--- src/rtl/ov7670_capture.sv ---
// OV7670 camera capture: synchronizes the camera bus into the clk domain,
// assembles RGB565 pixels and streams them as frame-buffer writes.
module ov7670_capture #(
  parameter int H_PIXELS = 320,
  parameter int V_LINES  = 240,
  parameter int ADDR_W   = 17
) (
  input  logic              clk,
  input  logic              reset,
  input  logic              capture_en,
  input  logic              cam_pclk,
  input  logic              cam_vsync,
  input  logic              cam_href,
  input  logic [7:0]        cam_data,
  output logic              wr_en,
  output logic [ADDR_W-1:0] wr_addr,
  output logic [15:0]       wr_data,
  output logic              frame_done,
  output logic              busy
);

  localparam int COL_W  = $clog2(H_PIXELS + 1);
  localparam int LINE_W = $clog2(V_LINES + 1);
  localparam logic [COL_W-1:0]  COL_MAX    = COL_W'(H_PIXELS);
  localparam logic [LINE_W-1:0] LINE_MAX   = LINE_W'(V_LINES);
  localparam logic [ADDR_W-1:0] ADDR_LIMIT = ADDR_W'(H_PIXELS * V_LINES);

  typedef enum logic [1:0] {IDLE, WAIT_FRAME, CAPTURE} state_t;

  state_t            state;
  logic [2:0]        pclk_sr, vsync_sr, href_sr;
  logic [7:0]        data_s1, data_s2;
  logic [7:0]        hi_byte;
  logic              phase;
  logic              line_has_pix;
  logic [COL_W-1:0]  col;
  logic [LINE_W-1:0] line;
  logic [ADDR_W-1:0] addr_cnt;

  // Stage [1] is the second synchronizer flop; stage [2] only serves edge detection.
  logic pe, vf, vr, hf;
  assign pe   = pclk_sr[1] & ~pclk_sr[2];
  assign vf   = vsync_sr[2] & ~vsync_sr[1];
  assign vr   = ~vsync_sr[2] & vsync_sr[1];
  assign hf   = href_sr[2] & ~href_sr[1];
  assign busy = (state == CAPTURE);

  always_ff @(posedge clk) begin
    if (reset) begin
      state        <= IDLE;
      pclk_sr      <= '0;
      vsync_sr     <= '0;
      href_sr      <= '0;
      data_s1      <= '0;
      data_s2      <= '0;
      hi_byte      <= '0;
      phase        <= 1'b0;
      line_has_pix <= 1'b0;
      col          <= '0;
      line         <= '0;
      addr_cnt     <= '0;
      wr_en        <= 1'b0;
      wr_addr      <= '0;
      wr_data      <= 16'h0000;
      frame_done   <= 1'b0;
    end else begin
      pclk_sr    <= {pclk_sr[1:0], cam_pclk};
      vsync_sr   <= {vsync_sr[1:0], cam_vsync};
      href_sr    <= {href_sr[1:0], cam_href};
      data_s1    <= cam_data;
      data_s2    <= data_s1;
      wr_en      <= 1'b0;
      frame_done <= 1'b0;

      case (state)
        IDLE: begin
          if (capture_en) state <= WAIT_FRAME;
        end

        WAIT_FRAME: begin
          if (!capture_en) begin
            state <= IDLE;
          end else if (vf) begin
            state        <= CAPTURE;
            col          <= '0;
            line         <= '0;
            addr_cnt     <= '0;
            phase        <= 1'b0;
            line_has_pix <= 1'b0;
          end
        end

        CAPTURE: begin
          if (vr) begin
            frame_done <= 1'b1;
            state      <= capture_en ? WAIT_FRAME : IDLE;
          end else if (vf) begin
            // Missed the end of the previous frame: silently start over.
            col          <= '0;
            line         <= '0;
            addr_cnt     <= '0;
            phase        <= 1'b0;
            line_has_pix <= 1'b0;
          end else if (hf) begin
            col          <= '0;
            phase        <= 1'b0;
            line_has_pix <= 1'b0;
            if (line_has_pix && line < LINE_MAX) line <= line + LINE_W'(1);
          end else if (pe && href_sr[1]) begin
            if (!phase) begin
              hi_byte <= data_s2;
              phase   <= 1'b1;
            end else begin
              phase        <= 1'b0;
              line_has_pix <= 1'b1;
              if (col < COL_MAX && line < LINE_MAX && addr_cnt < ADDR_LIMIT) begin
                wr_en    <= 1'b1;
                wr_addr  <= addr_cnt;
                wr_data  <= {hi_byte, data_s2};
                addr_cnt <= addr_cnt + ADDR_W'(1);
              end
              if (col < COL_MAX) col <= col + COL_W'(1);
            end
          end
        end

        default: state <= IDLE;
      endcase
    end
  end

endmodule

--- config.mk ---
export PLATFORM = sky130hd
export DESIGN_NAME = ov7670_capture
export DESIGN_NICKNAME = d
export VERILOG_FILES = /design/src/rtl/ov7670_capture.sv
export SDC_FILE = /design/constraint.sdc
export NUM_CORES = 1
export LEC_CHECK = 0
export ABC_CLOCK_PERIOD_IN_PS = 3250
export BUFFER_PORTS_ARGS = -buffer_cell sky130_fd_sc_hd__buf_4
export CORE_UTILIZATION = 62
export DETAILED_ROUTE_END_ITERATION = 10
export MAX_ROUTING_LAYER = met4
export PLACE_DENSITY_LB_ADDON = 0.2
export SLEW_MARGIN = 40
export SYNTH_ARGS = -nofsm -noshare
export SYNTH_HDL_FRONTEND = slang
export SYNTH_SLANG_ARGS = --single-unit
export TNS_END_PERCENT = 20
--- constraint.sdc ---
create_clock -name clk -period 3.25 [get_ports clk]
set_clock_uncertainty 0.1 [all_clocks]
set_input_delay 0.4875 -clock clk [delete_from_list [all_inputs] [get_ports clk]]
set_output_delay 0.4875 -clock clk [all_outputs]
set_load 0.01 [all_outputs]
* Word-level counts from Yosys, hierarchy flattened *
Index checks and enable logic that the tools add are counted.

cells by class
  muxes and demuxes = 47
  bitwise gates (word level) = 14
  equality and inequality tests = 17
  $add $sub $neg = 3
  reductions and logical operators = 16
  order comparisons = 3

operator list
  operator               count
  $mux 17                8
  $mux 9                 8
  $mux 8                 6
  $pmux 17 s2            1
  $pmux 9 s2             1
  $reduce_and 6->1       3
  $add 17x1->17 const B  1
  $lt 17x17->1 const B   1
  $pmux 8 s2             1
  $mux 1                 15
  $ne 3x1->1 const B     5
  $reduce_and 7->1       2
  $ne 4x1->1 const B     3
  $not 1->1              10
  $add 9x1->9 const B    1
  $lt 9x9->1 const B     1
  $add 8x1->8 const B    1
  $lt 8x8->1 const B     1
  $mux 2                 4
  $ne 2x2->1 const B     4
  $reduce_and 8->1       1
  $reduce_or 7->1        1
  $ne 3x3->1 const B     2
  $pmux 2 s3             1
  other kinds (11)       18

word-level totals
  logic and storage cells = 116
  input bits = 14
  output and inout port bits = 36
  bits in registers = 106

* Logic depth before layout (Yosys ltp) *
  depth after elaboration = 10
  depth in mapped cells = 10
  depth with buffers taken out = 7

* Worst setup path before layout *
No wires, ideal clock.

  path kind = flip-flop to flip-flop
  start point = register state[0]
  end point = register hi_byte[0]
  slack = 1.034 ns
  data required time = 3.022 ns
  stages on the path, launching flop included = 10
  setup time = 0.128 ns
  arrival time = 1.988 ns
  clock period less this slack = 2.216 ns
  buffers on the path = 2
  path through = dfxtp_1 > inv_1 > ha_1 > nand2b_1 > buf_6 > or2_1 > buf_6 > nor4_4 > mux2i_1 > nor2_1

between the ends
  word-level cells in the longest chain between the ends = 2

ends and longest elaborated chain
  item                               RTL line  source
  from (decl)                        30        state_t state;
  from (signal assigned)             96        state <= capture_en ? WAIT_FRAME : IDLE;
  $eq 2x2->1                         n/a
  net busy                           19        output logic busy
  $reduce_and 6->1 (no source line)  n/a
  to (signal assigned)               111       hi_byte <= data_s2;
  to (decl)                          33        logic [7:0] hi_byte;

The timed path passes the listed nets, and every way through them passes these cells.
A chain may end at the register's enable or synchronous reset.

* Worst setup path after layout *
  start point = register state[0]
  end point = register addr_cnt[14]

between the ends
  word-level cells in the longest chain between the ends = 3
  elaborated cells on any way between the ends = 12
  classes of those cells = eq/ne: 9; mux: 1; reduce/logical: 2

ends and longest elaborated chain
  item                                                 RTL line  source
  $eq 2x2->1 or $eq 2x1->1 (tied branches)             75        case (state)
  $ne 3x1->1 (no source line) (tied with other cells)  n/a
  $reduce_and 8->1 (no source line)                    n/a
  to (signal assigned)                                 120       addr_cnt <= addr_cnt + ADDR_W'(1);
  to (decl)                                            38        logic [ADDR_W-1:0] addr_cnt;

Several ways; a longest one is shown, not always the timed one.

==> reports/summary.txt <==
outcome -> complete, but fails checks
failing checks -> design-rule violations
DRT Wirelength -> 8.142 mm
fin area -> 4732 µm²
vias in the first global route -> 3082
r2r setup slk -> 0.71 ns
routability cong. -> 0.8707
CP peak stage delay -> 0.62 ns
core area -> 6422 µm²
Comb power frac -> 6.4%
transition time at the pin with the least slew margin -> 0.7887 ns
Peak Freq -> 0.3941 GHz
average wire per standard cell -> 13.71 µm
Flop pwr share -> 58.3%
share of cells above drive strength 1 -> 14.12%
leakage -> 1.701 nW
mapped cell area -> 4164 µm²
clock root cell -> clkbuf_8
vias -> 3405
startpoint types -> flip-flop
Die Ht -> 83.95 µm
nets -> 535
Synth area leaders -> dfxtp_1, nand2_1, a21oi_1
CP Cell Sequence -> inv_1, ha_1, nand2_1, and3_1, nand3_1, or4_1, a21oi_1
CP Class -> flip-flop to flip-flop
Syn-to-layout area delta -> 13.64%
Final Hold Vio Count -> 0
CTS tree -> yes
Internal -> 0.001670 W
post-cts hold buffer count -> 0
Min-Delay Endpoint -> data_s1[1]
average size of a mapped cell -> 8.748 µm²
global-route wire length before repair -> 13.52 mm
Min-Delay Path Class -> input pin to flip-flop
CP top delay family -> simple AND/OR/NAND/NOR gates
hold depth -> 2
Tcrit/Tclk final -> 78.07%
worst vdd ir -> 0.0003401 V
Most used DFF post-synth -> dfxtp_1
Net Sw Frac -> 26.50%
Rel. slew slack -> 47.03%
number of flops mapped to enable cells by yosys -> 0
DRC -> 12
final setup TNS -> 0 ns
top-count cell post-synth -> dfxtp_1
share of the synthesized area in the top cell type -> 50.96%
Post-Synthesis Cells -> 476
ANT cells -> 0
Worst Setup End Kind -> flip-flop
worst path buffer plus inverter count -> 1
Clock power frac -> 35.4%
Yosys top cell by area -> dfxtp_1
die area -> 7048 µm²
DR pass1 iterations -> 8
post-CTS sizing -> 0
Hold Startpoint -> cam_data[1]
overall routing resource usage -> 24.82%
Starting Density -> 64.84%
setup violators final -> 0
DR vias/cell -> 5.732
CTS H-tree lvls -> 3
RSZ-0062 raised after global routing -> false
FF-to-FF Start -> state[0]
DRT iter0 DRCs -> 229
dpl hpwl -> 5.752 mm
Rows -> 29
synth cell count leaders -> dfxtp_1, nand2_1, a21oi_1, nor2_1, nor2b_1
initial antenna violation count -> 0
power per cell area -> 480.3 nW/µm²
Max clock buf depth -> 2
Skew-Pair Late Insertion Delay -> 0.37 ns
switching power total -> 0.0006023 W
Net Count, Synth -> 499
largest net degree at the start of global routing -> 51
CP max stage cell -> or4_1
clock buffer count from CTS -> 9
Seq/Total Area, Yosys -> 50.96%
global route total overflow -> 0
Slew Limit Fails -> 0
die extent in x -> 83.95 µm
Power Total -> 0.002273 W
dpl cell area -> 4528 µm²
port bufs -> 49
R2R Path End -> addr_cnt[14]
Post-CTS Setup Inserts -> 0
CTS Sinks -> 106
Final Critical Period -> 2.537 ns
Max FO, Critical Path -> 16
Worst-path clk slew -> 0.11 ns
Synthesis Warnings -> 0
Max-Cap Viols -> 0
post-synthesis cell type count -> 47
Worst Reg-to-Reg Cells -> 7
WP data arrival -> 2.74 ns
Ports -> 50
#FFs+latches synth -> 106
Worst Path Required -> 3.46 ns
asr flop ratio synth -> 0%
Routed Antenna Nets -> 0
[flip-flops by register name (all words and copies together) (netlist names)]
register      cells
vsync_sr          3
href_sr           3
state             2
frame_done        1
col               9
pclk_sr           3
data_s1           8
phase             1
hi_byte           8
wr_en             1
wr_addr          17
line              8
line_has_pix      1
data_s2           8
wr_data          16
addr_cnt         17
[per-stage QoR]
stage               std cells  util, %  hold WS [ns]  setup slack (ns)
CTS                       594    73.68        0.2108            0.7307
floorplan                 476        -        0.3138             1.034
detailed placement        578    70.50        0.3226            0.7697
global placement          578    70.50        0.3172            0.8733
finish                    594    73.68        0.2107            0.7126
global route              594    73.68        0.2118            0.5291
[cell families after synthesis]
logic type / Yosys count / share of synthesized area (%)
AND/OR/NAND/NOR: 214 / 25.45
flip-flops: 106 / 50.96
AO/OA/AOI/OAI: 91 / 12.29
buffers and inverters: 33 / 3.485
multiplexers: 9 / 2.164
XOR/XNOR: 14 / 2.945
adder cells (fa/ha/maj): 9 / 2.704
[area by class of cell]
class                      count  area, µm²
clock buffer                   9      123.9
clock inverter                 7      80.08
fill                         500       1690
inverter                       6      22.52
multi-input combinational    337       1897
sequential                   106       2122
tap                           77      96.34
timing repair buffer          52      390.4
[worst register-to-register path, stage by stage (launching register included)]
cell and delay, ns:
dfxtp_1 0.39, inv_1 0.08, ha_1 0.30, nand2_1 0.13, and3_1 0.32, nand3_1 0.39
or4_1 0.62, a21oi_1 0.14
[power by group through the flow]
| stage | Clock, W | Sequential, W | Combinational [W] |
|---|---|---|---|
| after global placement | 0 | 0.00135 | 0.000137 |
| after floorplan | 0 | 0.00135 | 0.000110 |
| final | 0.000804 | 0.00132 | 0.000145 |
| after detailed placement | 0 | 0.00135 | 0.000142 |
| after CTS | 0.000817 | 0.00132 | 0.000142 |
| after global routing | 0.000873 | 0.00133 | 0.000158 |
[worst max path at each step]
| stage | start | to | slack [ns] | cells after the start |
|---|---|---|---|---|
| 4_1_cts | state[0] | addr_cnt[14] | 0.73 | 7 |
| 3_3_place_gp | state[0] | hi_byte[3] | 0.87 | 7 |
| 3_5_place_dp | state[0] | addr_cnt[14] | 0.77 | 7 |
| 2_1_floorplan | state[0] | hi_byte[0] | 1.03 | 9 |
| 5_1_grt | state[0] | addr_cnt[14] | 0.53 | 7 |
| 6_report | state[0] | addr_cnt[14] | 0.71 | 7 |
[cells in the final DEF, fill, tap and decap left out, types with 12 or more instances in the layout]
master,count
nand2_1,80
xnor2_1,12
dfxtp_1,106
buf_4,52
nor2b_1,25
nand3_1,16
a21oi_1,55
o21ai_0,15
nor2_1,38
[metal layers]
layer  vias to the layer above  wire [µm]  global-route usage (%)  share of wire [%]
met4                         0        161                   10.66                2.0
met3                        19        402                   4.649                4.9
met5                         -          0                       -                  0
met2                       104       3884                   39.72                 48
li1                       1702          -                       -                  -
met1                      1580       3694                   30.83                 45
Note: power is estimated with default switching activity, not from simulation.
